===== config.mk =====
export PLATFORM = sky130hd
export DESIGN_NAME = rtr_route_req_sched
export DESIGN_NICKNAME = d
export VERILOG_FILES = /design/src/rtl/rtr_route_req_sched_pkg.sv /design/src/rtl/rtr_rr_pick.sv /design/src/rtl/rtr_route_req_sched.sv
export SDC_FILE = /design/constraint.sdc
export NUM_CORES = 1
export LEC_CHECK = 0
export ABC_AREA = 0
export BUFFER_PORTS_ARGS = -buffer_cell sky130_fd_sc_hd__clkbuf_2
export CAP_MARGIN = 5
export CORE_ASPECT_RATIO = 0.9
export CORE_MARGIN = 2
export CORE_UTILIZATION = 52
export CTS_CLUSTER_DIAMETER = 100
export DETAILED_ROUTE_END_ITERATION = 6
export PLACE_DENSITY = 0.81
export SYNTH_ARGS = -nofsm -noshare
export SYNTH_HDL_FRONTEND = slang
export SYNTH_SLANG_ARGS = --single-unit

===== constraint.sdc =====
create_clock -name clk -period 6.2 [get_ports clk]
set_input_delay 1.24 -clock clk [delete_from_list [all_inputs] [get_ports clk]]
set_output_delay 1.24 -clock clk [all_outputs]
set_load 0.01 [all_outputs]

===== src/rtl/rtr_route_req_sched_pkg.sv =====
// Constants shared by the route-request scheduler and its arbiter:
// FSM state encoding and the bit positions of the route-filter error flags.
package rtr_route_req_sched_pkg;

  typedef enum logic [1:0] {
    ST_IDLE    = 2'd0,
    ST_REQ     = 2'd1,
    ST_BACKOFF = 2'd2
  } sched_state_e;

  localparam int ERR_W         = 2;
  localparam int ERR_BAD_PORT  = 0;
  localparam int ERR_BAD_CLASS = 1;

  localparam int WAIT_W        = 8;
  localparam int ERR_CNT_W     = 8;
  localparam int ERR_CNT_MAX   = 255;

endpackage


===== src/rtl/rtr_rr_pick.sv =====
// Round-robin pick: first set bit of req at or after ptr, wrapping around.
// Bit i of req/gnt is requester i; gnt is one-hot or zero.
module rtr_rr_pick #(
  parameter int N     = 4,
  parameter int PTR_W = (N > 1) ? $clog2(N) : 1
) (
  input  logic [N-1:0]     req,
  input  logic [PTR_W-1:0] ptr,
  output logic [N-1:0]     gnt,
  output logic [PTR_W-1:0] gnt_idx,
  output logic             gnt_any
);

  logic [PTR_W-1:0] idx;

  // NOTE: every variable written in always_comb gets a default first so no
  // path leaves it unassigned; otherwise synthesis infers a latch.
  always_comb begin
    gnt     = '0;
    gnt_idx = '0;
    gnt_any = 1'b0;
    idx     = '0;
    for (int off = 0; off < N; off++) begin
      idx = PTR_W'((int'(ptr) + off) % N);
      if (!gnt_any && req[idx]) begin
        gnt_any  = 1'b1;
        gnt_idx  = idx;
        gnt[idx] = 1'b1;
      end
    end
  end

endmodule


===== src/rtl/rtr_route_req_sched.sv =====
// Per-input-port route request scheduler: picks a VC with a filtered route,
// flushes it on route errors, otherwise requests the VC allocator with timeout.
module rtr_route_req_sched
  import rtr_route_req_sched_pkg::*;
#(
  parameter int num_vcs              = 4,
  parameter int num_ports            = 5,
  parameter int num_resource_classes = 2,
  parameter int max_wait             = 15
) (
  input  logic                                   clk,
  input  logic                                   reset,
  input  logic [num_vcs-1:0]                     vc_route_valid,
  input  logic [num_vcs*num_ports-1:0]           vc_route_op,
  input  logic [num_vcs*num_resource_classes-1:0] vc_route_orc,
  input  logic [num_vcs*ERR_W-1:0]               vc_route_err,
  output logic                                   req_valid,
  input  logic                                   req_ready,
  output logic [num_vcs-1:0]                     req_vc,
  output logic [num_ports-1:0]                   req_op,
  output logic [num_resource_classes-1:0]        req_orc,
  output logic [num_vcs-1:0]                     vc_done,
  output logic [num_vcs-1:0]                     vc_flush,
  output logic [ERR_CNT_W-1:0]                   err_count,
  output logic [ERR_W-1:0]                       err_sticky
);

  localparam int PTR_W = (num_vcs > 1) ? $clog2(num_vcs) : 1;

  // Port vectors carry VC 0 in the most-significant slice; internally VC i is index i.
  logic [num_vcs-1:0]              valid_idx;
  logic [num_ports-1:0]            op_idx  [num_vcs];
  logic [num_resource_classes-1:0] orc_idx [num_vcs];
  logic [ERR_W-1:0]                err_idx [num_vcs];
  logic [num_vcs-1:0]              done_idx, flush_idx;

  sched_state_e                    state_q, state_d;
  logic [PTR_W-1:0]                ptr_q, ptr_d;
  logic [PTR_W-1:0]                vc_q, vc_d;
  logic [WAIT_W-1:0]               wait_q, wait_d;
  logic [num_ports-1:0]            op_q, op_d;
  logic [num_resource_classes-1:0] orc_q, orc_d;
  logic [ERR_CNT_W-1:0]            err_cnt_q, err_cnt_d;
  logic [ERR_W-1:0]                err_sticky_q, err_sticky_d;

  logic [num_vcs-1:0]              gnt;
  logic [PTR_W-1:0]                gnt_idx;
  logic                            gnt_any;
  logic [ERR_W-1:0]                gnt_err;
  logic                            in_req;

  function automatic logic [PTR_W-1:0] ptr_after(input logic [PTR_W-1:0] idx);
    return (int'(idx) == num_vcs - 1) ? '0 : idx + PTR_W'(1);
  endfunction

  for (genvar i = 0; i < num_vcs; i++) begin : g_vc
    assign valid_idx[i] = vc_route_valid[num_vcs-1-i];
    assign op_idx[i]    = vc_route_op[(num_vcs-1-i)*num_ports +: num_ports];
    assign orc_idx[i]   = vc_route_orc[(num_vcs-1-i)*num_resource_classes +: num_resource_classes];
    assign err_idx[i]   = vc_route_err[(num_vcs-1-i)*ERR_W +: ERR_W];

    assign req_vc[num_vcs-1-i]   = in_req && (int'(vc_q) == i);
    assign vc_done[num_vcs-1-i]  = done_idx[i];
    // Flush is decided combinationally in IDLE, so it must be masked while reset is held.
    assign vc_flush[num_vcs-1-i] = flush_idx[i] & reset;
  end

  // One arbiter serves both flush and request selection.
  rtr_rr_pick #(.N(num_vcs), .PTR_W(PTR_W)) u_pick (
    .req     (valid_idx),
    .ptr     (ptr_q),
    .gnt     (gnt),
    .gnt_idx (gnt_idx),
    .gnt_any (gnt_any)
  );

  assign gnt_err = err_idx[gnt_idx];

  always_comb begin
    state_d      = state_q;
    ptr_d        = ptr_q;
    vc_d         = vc_q;
    wait_d       = wait_q;
    op_d         = op_q;
    orc_d        = orc_q;
    err_cnt_d    = err_cnt_q;
    err_sticky_d = err_sticky_q;
    done_idx     = '0;
    flush_idx    = '0;

    unique case (state_q)
      ST_IDLE: begin
        if (gnt_any) begin
          if (gnt_err[ERR_BAD_PORT] || gnt_err[ERR_BAD_CLASS]) begin
            flush_idx    = gnt;
            err_sticky_d = err_sticky_q | gnt_err;
            ptr_d        = ptr_after(gnt_idx);
            if (err_cnt_q != ERR_CNT_W'(ERR_CNT_MAX)) err_cnt_d = err_cnt_q + ERR_CNT_W'(1);
          end else begin
            vc_d    = gnt_idx;
            op_d    = op_idx[gnt_idx];
            orc_d   = orc_idx[gnt_idx];
            wait_d  = '0;
            state_d = ST_REQ;
          end
        end
      end
      ST_REQ: begin
        // Priority: handshake, then the VC withdrawing its route, then timeout.
        if (req_ready) begin
          done_idx[vc_q] = 1'b1;
          ptr_d          = ptr_after(vc_q);
          state_d        = ST_IDLE;
        end else if (!valid_idx[vc_q]) begin
          state_d = ST_IDLE;
        end else if (int'(wait_q) >= max_wait - 1) begin
          ptr_d   = ptr_after(vc_q);
          state_d = ST_BACKOFF;
        end else begin
          wait_d = wait_q + WAIT_W'(1);
        end
      end
      ST_BACKOFF: state_d = ST_IDLE;
      default:    state_d = ST_IDLE;
    endcase
  end

  // NOTE: sequential state uses non-blocking assignments so every flop samples
  // the pre-edge value of the others, independent of statement order.
  always_ff @(posedge clk or negedge reset) begin
    if (!reset) begin
      state_q      <= ST_IDLE;
      ptr_q        <= '0;
      vc_q         <= '0;
      wait_q       <= '0;
      op_q         <= '0;
      orc_q        <= '0;
      err_cnt_q    <= '0;
      err_sticky_q <= '0;
    end else begin
      state_q      <= state_d;
      ptr_q        <= ptr_d;
      vc_q         <= vc_d;
      wait_q       <= wait_d;
      op_q         <= op_d;
      orc_q        <= orc_d;
      err_cnt_q    <= err_cnt_d;
      err_sticky_q <= err_sticky_d;
    end
  end

  assign in_req     = (state_q == ST_REQ);
  assign req_valid  = in_req;
  assign req_op     = in_req ? op_q  : '0;
  assign req_orc    = in_req ? orc_q : '0;
  assign err_count  = err_cnt_q;
  assign err_sticky = err_sticky_q;

endmodule

After elaboration in Yosys (flattened, before gate mapping):

Index checks and enable logic that the tools add are counted.

* latch bits: 0
* logic and storage cells: 145
* memories: 0
* bits in writable memories: 0
* memory bits (read-only): 0
* flip-flop bits (word level): 31
* input bits: 43
* output and inout port bits: 30

* eq/ne operators: 15
* multipliers: 0
* $lt $le $gt $ge: 12
* multiplexer cells: 68
* $add $sub $neg: 7
* bitwise operators: 10
* shifts and indexed selects: 0
* reductions and logical operators: 25
* div/mod/pow operators: 0

Operators by type and width (count)
* 2-to-1 mux 2 bit: 21
* 2-to-1 mux 8 bit: 5
* 2-to-1 mux 4 bit: 9
* adder 8 x 1 -> 8 bit (second input constant): 2
* one-hot mux 8 bit (2 select lines): 1
* < comparator 2 x 3 -> 1 bit (second input constant): 5
* 2-to-1 mux 5 bit: 3
* 2-to-1 mux 1 bit: 14
* logical AND 1 bit: 12
* bitwise OR 4 bit: 3
* binary-select mux 1 bit (select 2 bit): 5
* binary-select mux 5 bit (select 2 bit): 1
* demux 1 bit (select 2 bit): 5
* >= comparator 2 x 1 -> 1 bit (second input constant): 5
* inequality test 2 bit (second input constant): 5
* AND reduction 3 bit: 3
* binary-select mux 2 bit (select 2 bit): 2
* >= comparator 8 x 4 -> 1 bit (second input constant): 1
* inequality test 8 bit (second input constant): 1
* one-hot mux 2 bit (2 select lines): 2
* adder 2 x 1 -> 2 bit (second input constant): 3
* equality test 2 x 1 -> 1 bit (second input constant): 3
* inequality test 3 x 2 -> 1 bit (second input constant): 2
* AND reduction 6 bit: 1
* other kinds (15): 23

Longest topological paths before layout:

* word-level depth: 21
* mapped depth: 15
* gate-level depth less buffers: 10

By module:

From an unflattened synthesis, not the netlist that was laid out.

* cells, all modules: 194
* area, all modules: 2249.7 µm²

Modules (own cells, without submodules)
* rtr_route_req_sched: cells each 149, instances 1, area an instance 1828.0 µm², sequential area each 775.7 µm²
* rtr_rr_pick: cells each 45, instances 1, area an instance 421.7 µm², sequential area each 0.0 µm²

Worst setup path after synthesis:

Ideal clock, no wire load.

* path kind: register to output
* start point: reg ptr_q[0]
* end point: out vc_flush[0]
* stages on the path, launching flop included: 13
* required time: 4960 ps
* path buffers: 2
* path slack: 1192 ps
* data arrival time: 3768 ps
* cells stage by stage: dfrtp_1 -> buf_2 -> clkbuf_1 -> inv_1 -> ha_1 -> mux4_2 -> or3_1 -> o32ai_4 -> inv_2 -> a2111oi_4 -> a21oi_1 -> nand3_1 -> nor2_1

* cells in the longest elaborated chain, start to end: 21
* elaborated cells between the ends (all ways): 61
* classes of those cells: add/sub: 3; order compare: 8; mux: 34; bitwise: 5; reduce/logical: 11

Ends and longest elaborated chain
* start, declared: RTL line rtr_route_req_sched.sv:38 `logic [PTR_W-1:0] ptr_q, ptr_d;`
* start signal, assigned: RTL line rtr_route_req_sched.sv:142 `ptr_q <= ptr_d;`
* parallel branches: the longest is 18 deep, another holds adder 2 x 1 -> 2 bit
* 2-to-1 mux 4 bit (*): RTL line rtr_route_req_sched.sv:93 `if (gnt_any) begin`
* 2-to-1 mux 4 bit (*): RTL line rtr_route_req_sched.sv:91 `unique case (state_q)`
* bitwise AND 1 bit (*): RTL line rtr_route_req_sched.sv:65 `assign vc_flush[num_vcs-1-i] = flush_idx[i] & reset;`
* end, declared: RTL line rtr_route_req_sched.sv:23 `output logic [num_vcs-1:0] vc_flush,`

Mark *: on every way between the ends. The select of a mux whose other input is x is not followed.

Final worst setup path:

* start point: reg ptr_q[0]
* end point: out vc_flush[1]

Same word-level chain as after synthesis.

==> flow_metrics.py <==
metrics = {
    "outcome": {
        "status": "finished, final reports clean",
    },
    "power_and_ir_drop": {
        "pwr_density_cell_nw_per_um2": 543.2,
        "vdd_drop_max_v": 0.0002613,
        "p_leak_uw": 0.001427,
    },
    "synthesis": {
        "synth-compound-area-share": 0.1812,
        "yosys-top-cells-count": "dfrtp_1 (31), nand2_1 (31), nor2_1 (20)",
        "synth-adder-area-share": 0.07744,
        "yosys.area.top_type_share": 0.3201,
        "async_reset_ff_frac": 1.000,
        "synth-edff-count": 0,
        "synth-main-ff-cell": "dfrtp_1",
        "seq_area_frac_synth": 0.3201,
        "synth.area.top_cells": "dfrtp_1 (32%), ha_1 (7.7%), mux2i_1 (5.4%), nand2_1 (4.8%), mux4_2 (4.6%)",
        "synthesis.nets": 325,
        "yosys.area_share.simple": 0.2060,
        "yosysWarnings": 0,
        "synth_area_leader_cell": "dfrtp_1",
        "syn_inst": 267,
        "synth_seq_cells": 31,
        "syn_area_per_cell_um2": 9.077,
        "netlist_area_um2": 2424,
        "synth_top_family_by_area": "simple AND/OR/NAND/NOR gates",
        "synth.area.mux_share": 0.1513,
        "synth_cell_types": 46,
        "synth-xor-area-share": 0.02530,
    },
    "placement": {
        "gp_congestion": 0.8464,
        "io_buffer_count": 72,
        "dp_hpwl_um": 4259,
        "dp_cells": 393,
    },
    "die": {
        "die_h_um": 68.77,
        "die_w_um": 75.96,
        "start_util": 0.5433,
        "dieArea_um2": 5223,
        "io_pins": 73,
        "row_count": 23,
        "core_um2": 4461,
    },
    "route": {
        "wl_per_cell_um": 13.76,
        "vias_per_cell": 5.489,
        "dr.pass1.iters": 4,
        "drc": 0,
        "drt-initial-drc-count": 93,
        "routed-via-count": 2201,
        "drt_wl_total_um": 5518,
        "ant_nets": 0,
    },
    "critical_path": {
        "crit_required_ps": 4960,
        "max_stage_delay_ps": 650,
        "critical_path_class": "register to output pin",
        "crit_top_cell": "nor2_1",
        "slowest_stage": "mux4_2",
        "cp_max_fo": 22,
        "cp_cell_sequence": "buf_4 > inv_1 > ha_1 > mux4_2 > nor2b_1 > nor2_1 > mux2_2 > a211oi_1 > a21oi_1 > nand3_1 > nor2_1 > clkbuf_2",
        "cp-end-kind": "output pin",
        "crit_family": "simple AND/OR/NAND/NOR gates",
        "worst-path-buf-inv": 3,
        "arrival_ps": 4390,
        "start_kind": "register",
    },
    "cts": {
        "cts_tree": "yes",
        "cts_num_sinks": 31,
        "cts-htree-levels": 2,
        "post-cts-setup-buffer-count": 0,
        "clk_latency_ps": 280,
        "root_buffer": "clkbuf_8",
        "clockBufferDepth": 2,
        "ctsHoldBuffers": 0,
        "clkTransAtPathRegs_ps": 70,
        "post_cts_resize_count": 0,
        "cts_buffers": 5,
    },
    "global_routing": {
        "global_route.overflow_total": 0,
        "grt_max_degree": 33,
        "grt_pass1_wl_um": 8983,
        "grt_util_all_layers": 0.2136,
        "grt_pass1_vias": 2010,
        "antenna_found_initial": 0,
    },
    "run": {
        "max-cap-violations": 0,
    },
    "sta": {
        "finalCriticalPeriod_ps": 5627,
        "relSlewSlack": 0.4836,
        "fin_setup_tns_ps": 0,
        "drv_slew": 0,
        "worst-slew-pin-transition_ps": 774.6,
        "skew_ps": 6.039,
        "setup_viol": 0,
        "final-hold-violation-count": 0,
        "fmax_mhz": 177.7,
        "finalCritPeriodShare": 0.9076,
        "grt_setup_unrepaired": "no",
    },
    "layout": {
        "layout-drive-gt1-share": 0.2979,
        "syn_to_final_growth_pct": 20.50,
        "fin_util": 0.6547,
        "nets": 396,
        "n_antenna_cell": 0,
        "final_cells": 401,
    },
    "hold_path": {
        "hold_class": "register to register",
    },
}
area by class of cell:
class	instances	area, µm²
flip-flops and latches	31	775.7
clock buffers	6	72.57
repair buffers	75	382.9
clock inverters	2	12.51
multi-input cells	213	1554
well taps	62	77.57
fillers	389	1540
inverters	12	45.04
where the power goes:
part	leakage, µW	switching [µW]	total (µW)	internal [µW]
clock network	0.0000412	74.1	152	78.3
registers	0.000387	76.3	358	281
logic	0.000998	624	1080	453
sequential cells by signal, summed over array words and instances, names as in the netlist:
name / count
err_count: 8
wait_q: 8
op_q: 5
err_sticky: 2
orc_q: 2
ptr_q: 2
state_q: 2
vc_q: 2
through the flow:
stage,worst slack [ps],hold WS [ps],instance area (µm²),power (µW)
after floorplan,1192,439.1,2424,1190
after global placement,1006,443.9,2835,1403
after detailed placement,804.7,451.9,2835,1434
after CTS,584.2,468.1,2920,1592
after global routing,204.2,509.2,2920,1745
final,572.9,463.2,2920,1586
cells by family after synthesis:
family	Yosys count
fa+ha+maj	15
xor+xnor	7
buf+inv	23
compound gates	60
mux	29
flops	31
simple gates	102
final timing paths:
path                                     from            end  slack, ps  depth (start not counted)
worst min-delay path            err_sticky[0]  err_sticky[0]        460                          1
max in group asynchronous               reset        op_q[4]       4680                          1
worst max-delay path                 ptr_q[0]    vc_flush[1]        570                         12
worst min register to register  err_sticky[0]  err_sticky[0]        460                          1
worst max register to register       ptr_q[0]   err_count[6]       1960                         11
min in group asynchronous               reset      wait_q[5]       1030                          1
cell usage in the layout, fill, tap and decap left out, types with 7 or more instances in the layout:
cell,Yosys,layout
and2_1,13,13
and3_1,7,7
clkbuf_2,0,72
dfrtp_1,31,31
ha_1,15,15
inv_1,11,11
mux2_2,9,9
mux2i_1,13,13
nand2_1,31,31
nand3_1,7,7
nor2_1,20,20
o21ai_0,16,16
o21ai_1,7,7
metal layers:
layer  up-vias  part of all wire  global-route usage
met5         -                 0                   0
met4         0             0.011             0.07273
met3         8             0.042             0.05339
met2        53              0.51              0.3717
met1      1037              0.44              0.2674
li1       1103                 -                   -
Note: power is estimated with default switching activity, not from simulation.
